<file path="src/rtl/alu_pkg.sv">
// Shared opcode constants and FSM state type for the multicycle ALU.
// Used by the top-level decoder/FSM and the testbench-independent RTL.
package alu_pkg;

    localparam logic [3:0] ALU_ADD  = 4'b0000;
    localparam logic [3:0] ALU_SUB  = 4'b0001;
    localparam logic [3:0] ALU_MULT = 4'b0010;
    localparam logic [3:0] ALU_DIV  = 4'b0011;
    localparam logic [3:0] ALU_SLL  = 4'b0100;
    localparam logic [3:0] ALU_SRL  = 4'b0101;
    localparam logic [3:0] ALU_AND  = 4'b1000;
    localparam logic [3:0] ALU_OR   = 4'b1001;
    localparam logic [3:0] ALU_XOR  = 4'b1010;
    localparam logic [3:0] ALU_NOR  = 4'b1011;

    typedef enum logic [1:0] {
        IDLE,
        MUL,
        DIV,
        FIN
    } state_t;

    function automatic logic is_single(input logic [3:0] op);
        return op inside {ALU_ADD, ALU_SUB, ALU_SLL, ALU_SRL,
                          ALU_AND, ALU_OR, ALU_XOR, ALU_NOR};
    endfunction

endpackage

</file>
<file path="src/rtl/alu_muldiv_iter.sv">
// Iterative unsigned multiplier / restoring divider, one bit per step.
// Ports: clk, resetn, load (latch op_a/op_b, load counter), step (one
// iteration), mode_div (1=divide), acc_hi/acc_lo (product or rem/quot),
// last (counter==1, final iteration in progress).
module alu_muldiv_iter #(
    parameter int WIDTH = 32,
    parameter int ITER  = WIDTH
) (
    input  logic             clk,
    input  logic             resetn,
    input  logic             load,
    input  logic             step,
    input  logic             mode_div,
    input  logic [WIDTH-1:0] op_a,
    input  logic [WIDTH-1:0] op_b,
    output logic [WIDTH-1:0] acc_hi,
    output logic [WIDTH-1:0] acc_lo,
    output logic             last
);

    localparam int CW = $clog2(ITER + 1);

    logic [CW-1:0]    cnt;
    logic [WIDTH-1:0] hi_r, lo_r, b_r;
    logic [WIDTH-1:0] nxt_hi, nxt_lo;
    logic [WIDTH:0]   sum, shifted, diff;

    // hi_r holds the partial product (mult) or partial remainder (div);
    // lo_r holds the multiplier being consumed or the dividend being
    // replaced bit by bit with the quotient.
    always_comb begin
        sum     = {1'b0, hi_r} + {1'b0, b_r};
        shifted = {hi_r, lo_r[WIDTH-1]};
        diff    = shifted - {1'b0, b_r};
        nxt_hi  = hi_r;
        nxt_lo  = lo_r;
        if (mode_div) begin
            // Remainder stays below the divisor, so bit WIDTH of the
            // difference is a clean borrow flag.
            if (!diff[WIDTH]) begin
                nxt_hi = diff[WIDTH-1:0];
                nxt_lo = {lo_r[WIDTH-2:0], 1'b1};
            end else begin
                nxt_hi = shifted[WIDTH-1:0];
                nxt_lo = {lo_r[WIDTH-2:0], 1'b0};
            end
        end else if (lo_r[0]) begin
            {nxt_hi, nxt_lo} = {sum, lo_r[WIDTH-1:1]};
        end else begin
            {nxt_hi, nxt_lo} = {1'b0, hi_r, lo_r[WIDTH-1:1]};
        end
    end

    always_ff @(posedge clk or negedge resetn) begin
        if (!resetn) begin
            cnt  <= '0;
            hi_r <= '0;
            lo_r <= '0;
            b_r  <= '0;
        end else if (load) begin
            cnt  <= CW'(ITER);
            hi_r <= '0;
            lo_r <= op_a;
            b_r  <= op_b;
        end else if (step) begin
            cnt  <= cnt - CW'(1);
            hi_r <= nxt_hi;
            lo_r <= nxt_lo;
        end
    end

    assign acc_hi = hi_r;
    assign acc_lo = lo_r;
    assign last   = (cnt == CW'(1));

endmodule

</file>
<file path="src/rtl/multicycle_alu.sv">
// Multicycle ALU: single-cycle arithmetic/logic/shift ops plus iterative
// unsigned mult/div. Ports: clk, resetn, start, ALU_control, src_a, src_b,
// shamt in; registered result/hi/lo/zero, busy and one-cycle done out.
module multicycle_alu
    import alu_pkg::*;
#(
    parameter int WIDTH = 32,
    parameter int ITER  = WIDTH
) (
    input  logic             clk,
    input  logic             resetn,
    input  logic             start,
    input  logic [3:0]       ALU_control,
    input  logic [WIDTH-1:0] src_a,
    input  logic [WIDTH-1:0] src_b,
    input  logic [4:0]       shamt,
    output logic [WIDTH-1:0] result,
    output logic [WIDTH-1:0] hi,
    output logic [WIDTH-1:0] lo,
    output logic             zero,
    output logic             busy,
    output logic             done
);

    state_t state, nxt_state;

    logic             accept;
    logic             load, step, last;
    logic             wr_res, wr_iter, wr_div0, done_d;
    logic [WIDTH-1:0] alu_out, acc_hi, acc_lo;

    assign busy   = (state == MUL) || (state == DIV);
    assign accept = start && !busy;

    always_comb begin
        alu_out = '0;
        case (ALU_control)
            ALU_ADD: alu_out = src_a + src_b;
            ALU_SUB: alu_out = src_a - src_b;
            ALU_SLL: alu_out = src_b << shamt;
            ALU_SRL: alu_out = src_b >> shamt;
            ALU_AND: alu_out = src_a & src_b;
            ALU_OR:  alu_out = src_a | src_b;
            ALU_XOR: alu_out = src_a ^ src_b;
            ALU_NOR: alu_out = ~(src_a | src_b);
            default: alu_out = '0;
        endcase
    end

    always_ff @(posedge clk or negedge resetn) begin
        if (!resetn) state <= IDLE;
        else         state <= nxt_state;
    end

    // FIN and IDLE both accept a new request; FIN additionally commits
    // the iterative result, so back-to-back issue costs no bubble.
    always_comb begin
        nxt_state = state;
        load      = 1'b0;
        step      = 1'b0;
        wr_res    = 1'b0;
        wr_iter   = 1'b0;
        wr_div0   = 1'b0;
        done_d    = 1'b0;
        unique case (state)
            MUL, DIV: begin
                step = 1'b1;
                if (last) nxt_state = FIN;
            end
            IDLE, FIN: begin
                if (state == FIN) begin
                    wr_iter   = 1'b1;
                    done_d    = 1'b1;
                    nxt_state = IDLE;
                end
                if (accept) begin
                    if (is_single(ALU_control)) begin
                        wr_res = 1'b1;
                        done_d = 1'b1;
                    end else if (ALU_control == ALU_MULT) begin
                        load      = 1'b1;
                        nxt_state = MUL;
                    end else if (ALU_control == ALU_DIV) begin
                        if (src_b == '0) begin
                            wr_div0 = 1'b1;
                            done_d  = 1'b1;
                        end else begin
                            load      = 1'b1;
                            nxt_state = DIV;
                        end
                    end else begin
                        done_d = 1'b1;
                    end
                end
            end
        endcase
    end

    alu_muldiv_iter #(
        .WIDTH(WIDTH),
        .ITER (ITER)
    ) u_iter (
        .clk     (clk),
        .resetn  (resetn),
        .load    (load),
        .step    (step),
        .mode_div(state == DIV),
        .op_a    (src_a),
        .op_b    (src_b),
        .acc_hi  (acc_hi),
        .acc_lo  (acc_lo),
        .last    (last)
    );

    // A div-by-zero accepted in FIN overrides the mult/div commit.
    always_ff @(posedge clk or negedge resetn) begin
        if (!resetn) begin
            result <= '0;
            hi     <= '0;
            lo     <= '0;
            zero   <= 1'b1;
            done   <= 1'b0;
        end else begin
            done <= done_d;
            if (wr_res) begin
                result <= alu_out;
                zero   <= (alu_out == '0);
            end
            if (wr_div0) begin
                hi <= src_a;
                lo <= '1;
            end else if (wr_iter) begin
                hi <= acc_hi;
                lo <= acc_lo;
            end
        end
    end

endmodule

</file>
<file path="config.mk">
export PLATFORM = sky130hd
export DESIGN_NAME = multicycle_alu
export DESIGN_NICKNAME = d
export VERILOG_FILES = /design/src/rtl/alu_pkg.sv /design/src/rtl/alu_muldiv_iter.sv /design/src/rtl/multicycle_alu.sv
export SDC_FILE = /design/constraint.sdc
export NUM_CORES = 1
export LEC_CHECK = 0
export BUFFER_PORTS_ARGS = -buffer_cell sky130_fd_sc_hd__buf_4
export CORE_MARGIN = 5
export CORE_UTILIZATION = 56
export CTS_BUF_LIST = sky130_fd_sc_hd__clkbuf_4 sky130_fd_sc_hd__clkbuf_8 sky130_fd_sc_hd__clkbuf_16
export DETAILED_ROUTE_END_ITERATION = 16
export GPL_ROUTABILITY_DRIVEN = 0
export PLACE_DENSITY = 0.86
export SLEW_MARGIN = 40
export SYNTH_ARGS = -nofsm -noshare
export SYNTH_HDL_FRONTEND = slang
export SYNTH_SLANG_ARGS = --single-unit
</file>
<file path="constraint.sdc">
create_clock -name clk -period 3.3 [get_ports clk]
set_clock_uncertainty 0.1 [all_clocks]
set_input_delay 0.99 -clock clk [delete_from_list [all_inputs] [get_ports clk]]
set_output_delay 0.99 -clock clk [all_outputs]
set_load 0.02 [all_outputs]
</file>
==> results_tabular.tex, run 1 <==
\begin{tabular}{lr}
\hline
Metric & Value \\
\hline
\multicolumn{2}{l}{\textbf{Logic synthesis}} \\
\quad Number of synthesized register bits & 202 \\
\quad Largest family of logic cells by synthesized area & compound AO/OA/AOI/OAI gates \\
\quad Number of enable-type register cells in the synthesized netlist & 0 \\
\quad Simple-Gate Fraction of Synth Area & 0.154 \\
\quad Compound-Gate Fraction of Synth Area & 0.252 \\
\quad Post-synthesis net count & 2,871 \\
\quad Synthesis Warnings & 0 \\
\quad Gate Count Post-Synth & 2,627 \\
\quad Post-synthesis sequential area ratio & 0.238 \\
\quad Post-synthesis adder-cell area fraction & 0.100 \\
\quad Top\_reg\_cell synth & sky130\_fd\_sc\_hd\_\_dfrtp\_1 \\
\quad Synthesized-area fraction occupied by xor and xnor cells & 0.0405 \\
\quad Synthesized area per cell & 8.07 um2 \\
\quad Mapped Area & 21,200 um2 \\
\quad Mux share of post-synthesis cell area & 0.152 \\
\quad Fraction of synthesis flops using an asynchronous set or reset pin & 1.00 \\
\quad Distinct cells, synth & 94 \\
\multicolumn{2}{l}{\textbf{Floorplanning}} \\
\quad Die span in y & 205 um \\
\quad Die span in x & 205 um \\
\quad \# rows & 71 \\
\quad Starting density of the core & 0.566 \\
\quad I/O Pins & 175 \\
\multicolumn{2}{l}{\textbf{Status}} \\
\quad Failing step & global routing (5\_1\_grt) \\
\quad Outcome & did not finish \\
\quad First Err & [ERROR GRT-0116] Global routing finished with congestion. Check the congestion regions in the DRC Viewer. \\
\multicolumn{2}{l}{\textbf{CTS}} \\
\quad Number of buffers inserted by hold repair at cts & 0 \\
\quad Number of sinks driven by the clock tree & 202 \\
\quad TritonCTS buffer count & 23 \\
\quad Clk root buf & sky130\_fd\_sc\_hd\_\_clkbuf\_16 \\
\quad Clock buffer depth & 3 \\
\quad H-tree depth & 1 \\
\multicolumn{2}{l}{\textbf{Placement}} \\
\quad Port buffer count & 174 \\
\quad Post-place setup slack & -1.89 ns \\
\quad Standard cell area after detailed placement & 27,800 um2 \\
\quad Detailed placer's ending HPWL & 76.6 mm \\
\multicolumn{2}{l}{\textbf{Global routing}} \\
\quad Via count of the first global-routing pass & 36,800 \\
\quad GRT Total Usage & 0.848 \\
\quad Maximum number of pins on one net before global-route repair & 76 \\
\quad Global-route wire length before repair & 268 mm \\
\quad Total congestion overflow & 764 \\
\hline
\end{tabular}
## logic make-up after synthesis
logic type / Yosys count
xor gates and xnor gates: 96
muxes: 277
and+or+nand+nor: 727
adders and majority gates: 168
DFF: 202
AOI/OAI and AO/OA: 833
buffers and inverters: 324
## synthesized netlist by cell type (12+ instances only)
library cell | number | area share
sky130_fd_sc_hd__a211oi_1 | 56 | 0.020
sky130_fd_sc_hd__a21o_1 | 49 | 0.017
sky130_fd_sc_hd__a21oi_1 | 203 | 0.048
sky130_fd_sc_hd__a221oi_1 | 15 | 0.0062
sky130_fd_sc_hd__a22oi_1 | 47 | 0.017
sky130_fd_sc_hd__a31oi_1 | 20 | 0.0059
sky130_fd_sc_hd__buf_1 | 17 | 0.0030
sky130_fd_sc_hd__buf_2 | 43 | 0.010
sky130_fd_sc_hd__clkbuf_1 | 111 | 0.020
sky130_fd_sc_hd__dfrtp_1 | 201 | 0.24
sky130_fd_sc_hd__ha_1 | 165 | 0.097
sky130_fd_sc_hd__inv_1 | 141 | 0.025
sky130_fd_sc_hd__mux2_2 | 50 | 0.027
sky130_fd_sc_hd__mux2i_1 | 187 | 0.088
sky130_fd_sc_hd__mux4_2 | 29 | 0.031
sky130_fd_sc_hd__nand2_1 | 263 | 0.047
sky130_fd_sc_hd__nand2b_1 | 25 | 0.0074
sky130_fd_sc_hd__nand3_1 | 40 | 0.0094
sky130_fd_sc_hd__nand4_1 | 21 | 0.0062
sky130_fd_sc_hd__nor2_1 | 231 | 0.041
sky130_fd_sc_hd__nor2b_1 | 20 | 0.0059
sky130_fd_sc_hd__nor3_1 | 38 | 0.0090
sky130_fd_sc_hd__nor4_1 | 21 | 0.0062
sky130_fd_sc_hd__o211ai_1 | 27 | 0.0096
sky130_fd_sc_hd__o21a_1 | 15 | 0.0053
sky130_fd_sc_hd__o21ai_0 | 189 | 0.045
sky130_fd_sc_hd__o21ai_1 | 49 | 0.012
sky130_fd_sc_hd__o21bai_1 | 12 | 0.0042
sky130_fd_sc_hd__o221ai_1 | 21 | 0.0087
sky130_fd_sc_hd__o22ai_1 | 23 | 0.0068
sky130_fd_sc_hd__xnor2_1 | 67 | 0.028
sky130_fd_sc_hd__xor2_1 | 28 | 0.012
## metal layers
metal  GRT overflow  global-route usage
met1             53               0.823
met2            393               0.945
met3             68               0.783
met4            239               0.848
met5             11               0.674
## through the flow
stage          TNS, ns  instances
2_1_floorplan   -20.73       2627
3_3_place_gp   -107.67       3780
3_5_place_dp   -120.47       3780
4_1_cts         -20.06       3891
## what timing repair did
item / CTS
cloned: 1
setup endpoints to repair: 135
setup buffers: 77
resized for setup: 292
pin swaps: 157
==> run 2, diff against run 1 <==
CORE_UTILIZATION = 40   (was 56)
CTS_BUF_LIST = unset   (was sky130_fd_sc_hd__clkbuf_4 sky130_fd_sc_hd__clkbuf_8 sky130_fd_sc_hd__clkbuf_16)
PLACE_DENSITY = unset   (was 0.86)
PLACE_DENSITY_LB_ADDON = 0.15   (was unset)
clock period = 4.29 ns   (was 3.3 ns; I/O delays follow)
==> results_tabular.tex, run 2 <==
\begin{tabular}{lr}
\hline
Metric & Value \\
\hline
\multicolumn{2}{l}{\textbf{STA}} \\
\quad Count of pins over their slew limit & 0 \\
\quad Period minus WS final & 4.66 ns \\
\quad Slew margin rel. & 0.356 \\
\quad Fin crit share & 1.09 \\
\quad Setup repair after global routing missed its margin & yes \\
\quad Slew at the pin closest to its max-slew limit & 0.963 ns \\
\quad Post-route setup slack & -0.374 ns \\
\quad Number of hold violations in the final report & 0 \\
\quad Highest attainable clock frequency & 0.214 GHz \\
\quad Final setup violating endpoints & 11 \\
\quad Setup TNS & -2.14 ns \\
\multicolumn{2}{l}{\textbf{Logic synthesis}} \\
\quad Post-synthesis sequential area ratio & 0.238 (unchanged) \\
\quad Synthesized area per cell & 8.07 um2 (unchanged) \\
\quad Synthesis Warnings & 0 (unchanged) \\
\quad Distinct cells, synth & 94 (unchanged) \\
\quad Number of enable-type register cells in the synthesized netlist & 0 (unchanged) \\
\quad Area leader, netlist & sky130\_fd\_sc\_hd\_\_dfrtp\_1 \\
\quad Fraction of synthesis flops using an asynchronous set or reset pin & 1.00 (unchanged) \\
\quad Gate Count Post-Synth & 2,627 (unchanged) \\
\quad Library cell with the highest instance count after synthesis & sky130\_fd\_sc\_hd\_\_nand2\_1 \\
\quad Post-synthesis net count & 2,871 (unchanged) \\
\quad Commonest cells in the netlist & sky130\_fd\_sc\_hd\_\_nand2\_1 (263), sky130\_fd\_sc\_hd\_\_nor2\_1 (231), sky130\_fd\_sc\_hd\_\_a21oi\_1 (203) \\
\quad Dominant cells by area after synthesis & sky130\_fd\_sc\_hd\_\_dfrtp\_1 (24\%), sky130\_fd\_sc\_hd\_\_ha\_1 (9.7\%), sky130\_fd\_sc\_hd\_\_mux2i\_1 (8.8\%) \\
\quad Area share of the largest cell type after synthesis & 0.237 (unchanged) \\
\quad Mapped Area & 21,200 um2 (unchanged) \\
\quad Number of synthesized register bits & 202 (unchanged) \\
\quad Top\_reg\_cell synth & sky130\_fd\_sc\_hd\_\_dfrtp\_1 \\
\multicolumn{2}{l}{\textbf{Setup path}} \\
\quad Signal arrival time at the worst endpoint & 5.05 ns \\
\quad Startpoint kind of the worst setup timing path & primary input \\
\quad List of cells traversed by the critical path & buf\_8, nor4\_4, buf\_6, nand4\_1, nor2\_1, a21oi\_1, xnor2\_1, ha\_1, a21o\_1, o21bai\_4, buf\_6, mux2\_4, a221o\_1, a211oi\_2, nand4b\_1, nor4\_2, nand4\_1, nand2\_1 \\
\quad Worst setup path category & in2reg \\
\quad Required time of the critical path & 4.68 ns \\
\quad Crit. End Element & flip-flop \\
\quad Timing startpoint of the critical path & src\_b[7] \\
\quad Biggest fanout along the worst timing path & 4 \\
\quad Worst reg2reg path startpoint & u\_iter.acc\_hi[0] \\
\quad Delay of the slowest cell on the worst path & 0.34 ns \\
\quad Slowest CP cell & sky130\_fd\_sc\_hd\_\_nor4\_2 \\
\multicolumn{2}{l}{\textbf{Floorplanning}} \\
\quad Starting density of the core & 0.404 (-0.162) \\
\quad Floorplan die area & 57,700 um2 \\
\quad Die span in y & 240 um (+17\%) \\
\quad I/O Pins & 175 (unchanged) \\
\quad \# rows & 84 (+18\%) \\
\quad Die span in x & 240 um (+17\%) \\
\quad Core region area & 52,600 um2 \\
\multicolumn{2}{l}{\textbf{Power and ir drop}} \\
\quad P per Cell Area & 228 nW/um2 \\
\quad Sw frac & 0.325 \\
\quad Relative contribution of combinational cells to total power & 0.333 \\
\quad Fraction of power consumed by the clock network & 0.371 \\
\quad Cell internal power dissipation & 4.35 mW \\
\quad Static leakage & 13.2 nW \\
\quad Seq pwr share & 0.295 \\
\quad Worst ir drop on vdd & 0.000290 V \\
\quad Total net switching power & 2.10 mW \\
\multicolumn{2}{l}{\textbf{Status}} \\
\quad Outcome & complete, but fails checks \\
\quad Violations in the final reports & setup timing \\
\multicolumn{2}{l}{\textbf{CTS}} \\
\quad Number of sinks driven by the clock tree & 202 (unchanged) \\
\quad Clock transition at the register clock pins on the worst setup and hold paths after CTS & 0.05 ns \\
\quad Clock buffer depth & 3 (unchanged) \\
\quad Clk\_lat worst skew & 0.55 ns \\
\quad TritonCTS buffer count & 25 (+8.7\%) \\
\quad Clk root buf & sky130\_fd\_sc\_hd\_\_clkbuf\_16 \\
\quad H-tree depth & 1 (unchanged) \\
\quad TritonCTS clock tree & yes \\
\quad Number of buffers inserted by hold repair at cts & 0 (unchanged) \\
\multicolumn{2}{l}{\textbf{Route}} \\
\quad Wire length reported by the detailed router & 97.1 mm \\
\quad Number of DRC violations after detailed-routing iteration 0 & 2,988 \\
\quad Post-detailed-route wirelength per cell & 25.3 um \\
\quad Via-per-instance ratio & 6.20 \\
\quad Number of detailed-route iterations in the first pass & 10 \\
\quad Total number of vias & 23,800 \\
\quad DRC violation count after routing & 0 \\
\quad Post-DRT Antenna Nets & 0 \\
\multicolumn{2}{l}{\textbf{Hold path}} \\
\quad Startpoint of the most critical hold path & zero \\
\quad Class of the tightest hold or removal check & reg2reg \\
\multicolumn{2}{l}{\textbf{Global routing}} \\
\quad Maximum number of pins on one net before global-route repair & 66 \\
\quad GRT Total Usage & 0.324 \\
\quad Antenna violations before repair & 3 \\
\quad Total congestion overflow & 0 \\
\quad Via count of the first global-routing pass & 23,200 \\
\quad Global-route wire length before repair & 144 mm \\
\multicolumn{2}{l}{\textbf{Cells and area}} \\
\quad Area added between synthesis and finish & 33.4\% \\
\quad Fraction of final layout cells with drive strength greater than 1 & 0.294 \\
\quad Filler Cells Inserted & 4,966 \\
\quad Commonest non-fill, non-tap cells in the layout & sky130\_fd\_sc\_hd\_\_buf\_4 (627), sky130\_fd\_sc\_hd\_\_nand2\_1 (255), sky130\_fd\_sc\_hd\_\_nor2\_1 (226) \\
\quad Number of nets in the layout & 3,375 \\
\quad Most common cell after layout, fill and taps aside & sky130\_fd\_sc\_hd\_\_buf\_4 \\
\quad Non-filler cells, final & 3,839 \\
\multicolumn{2}{l}{\textbf{Placement}} \\
\quad Port buffer count & 174 (unchanged) \\
\quad Post-place setup slack & -1.35 ns (+0.538 ns) \\
\quad Placed cell count & 3,761 (-0.50\%) \\
\quad Detailed placer's ending HPWL & 75.4 mm (-1.6\%) \\
\multicolumn{2}{l}{\textbf{Flow run}} \\
\quad Max-capacitance violation count & 0 \\
\hline
\end{tabular}
run 2: cell counts after synthesis:
Identical to the previous run, type by type.
run 2: final timing paths:
kind	end	slack [ns]	depth (start not counted)
min in group asynchronous	result[22]	0.56	1
worst max register to register	u_iter.acc_hi[25]	0.32	14
worst min register to register	zero	0.37	2
max in group asynchronous	lo[0]	2.66	2
worst max-delay path	zero	-0.37	18
worst min-delay path	zero	0.37	2
run 2: cell type report:
| type | instances | area, um2 | area share |
|---|---|---|---|
| flip-flops and latches | 202 | 5060 | 0.179 |
| clock buffers | 35 | 713 | 0.0252 |
| multi-input cells | 2101 | 15700 | 0.555 |
| diodes | 2 | 5.00 | 0.000177 |
| well taps | 688 | 861 | 0.0304 |
| clock inverters | 10 | 213 | 0.00752 |
| repair buffers | 658 | 5180 | 0.183 |
| inverters | 143 | 549 | 0.0194 |
run 2: what timing repair did:
item,4_1_cts,5_1_grt
setup endpoints to repair,18,18
buffers inserted,19,14
pin swaps,55,47
resized for setup,95,66
run 2: logic make-up (layout without fill, tap and decap cells):
group	Yosys count	in the layout	share of synthesized area
adder cells (fa/ha/maj)	168	168	0.100
XOR/XNOR	96	96	0.0405
multiplexers	277	277	0.152
buffers and inverters	324	846	0.0627
AO/OA/AOI/OAI	833	833	0.252
flip-flops	202	202	0.238
AND/OR/NAND/NOR	727	727	0.154
other	0	2	0
run 2: layer usage:
metal / track usage / routed length (um) / share of wire
met1: 0.412 / 38100 / 0.39
met2: 0.504 / 42200 / 0.43
met3: 0.0851 / 9950 / 0.10
met5: 0 / 21 / 0.00022
met4: 0.173 / 6870 / 0.071
run 2: worst max-delay path: cells and delay by family:
kind	cells	cell delay, ns
xor+xnor	1	0.26
mux	1	0.26
fa+ha+maj	1	0.33
compound gates	5	1.07
buf+inv	3	0.41
simple gates	7	1.42
run 2: through the flow:
step,util,hold slack (ns),total power [mW],instance area (um2)
after detailed placement,0.502,0.376,3.82,26400
after CTS,0.531,0.381,6.33,27900
after floorplan,-,0.379,2.84,21500
after global placement,0.501,0.368,3.81,26300
after global routing,0.538,0.381,6.67,28300
final,0.538,0.373,6.45,28300
run 2: power groups by stage:
stage	clock, mW	combinational (mW)	sequential [mW]
floorplan	0	0.896	1.94
global placement	0	1.87	1.94
detailed placement	0	1.88	1.94
CTS	2.43	1.99	1.91
global route	2.52	2.24	1.90
finish	2.40	2.15	1.91
No activity file was read; power rests on OpenSTA's default activity.
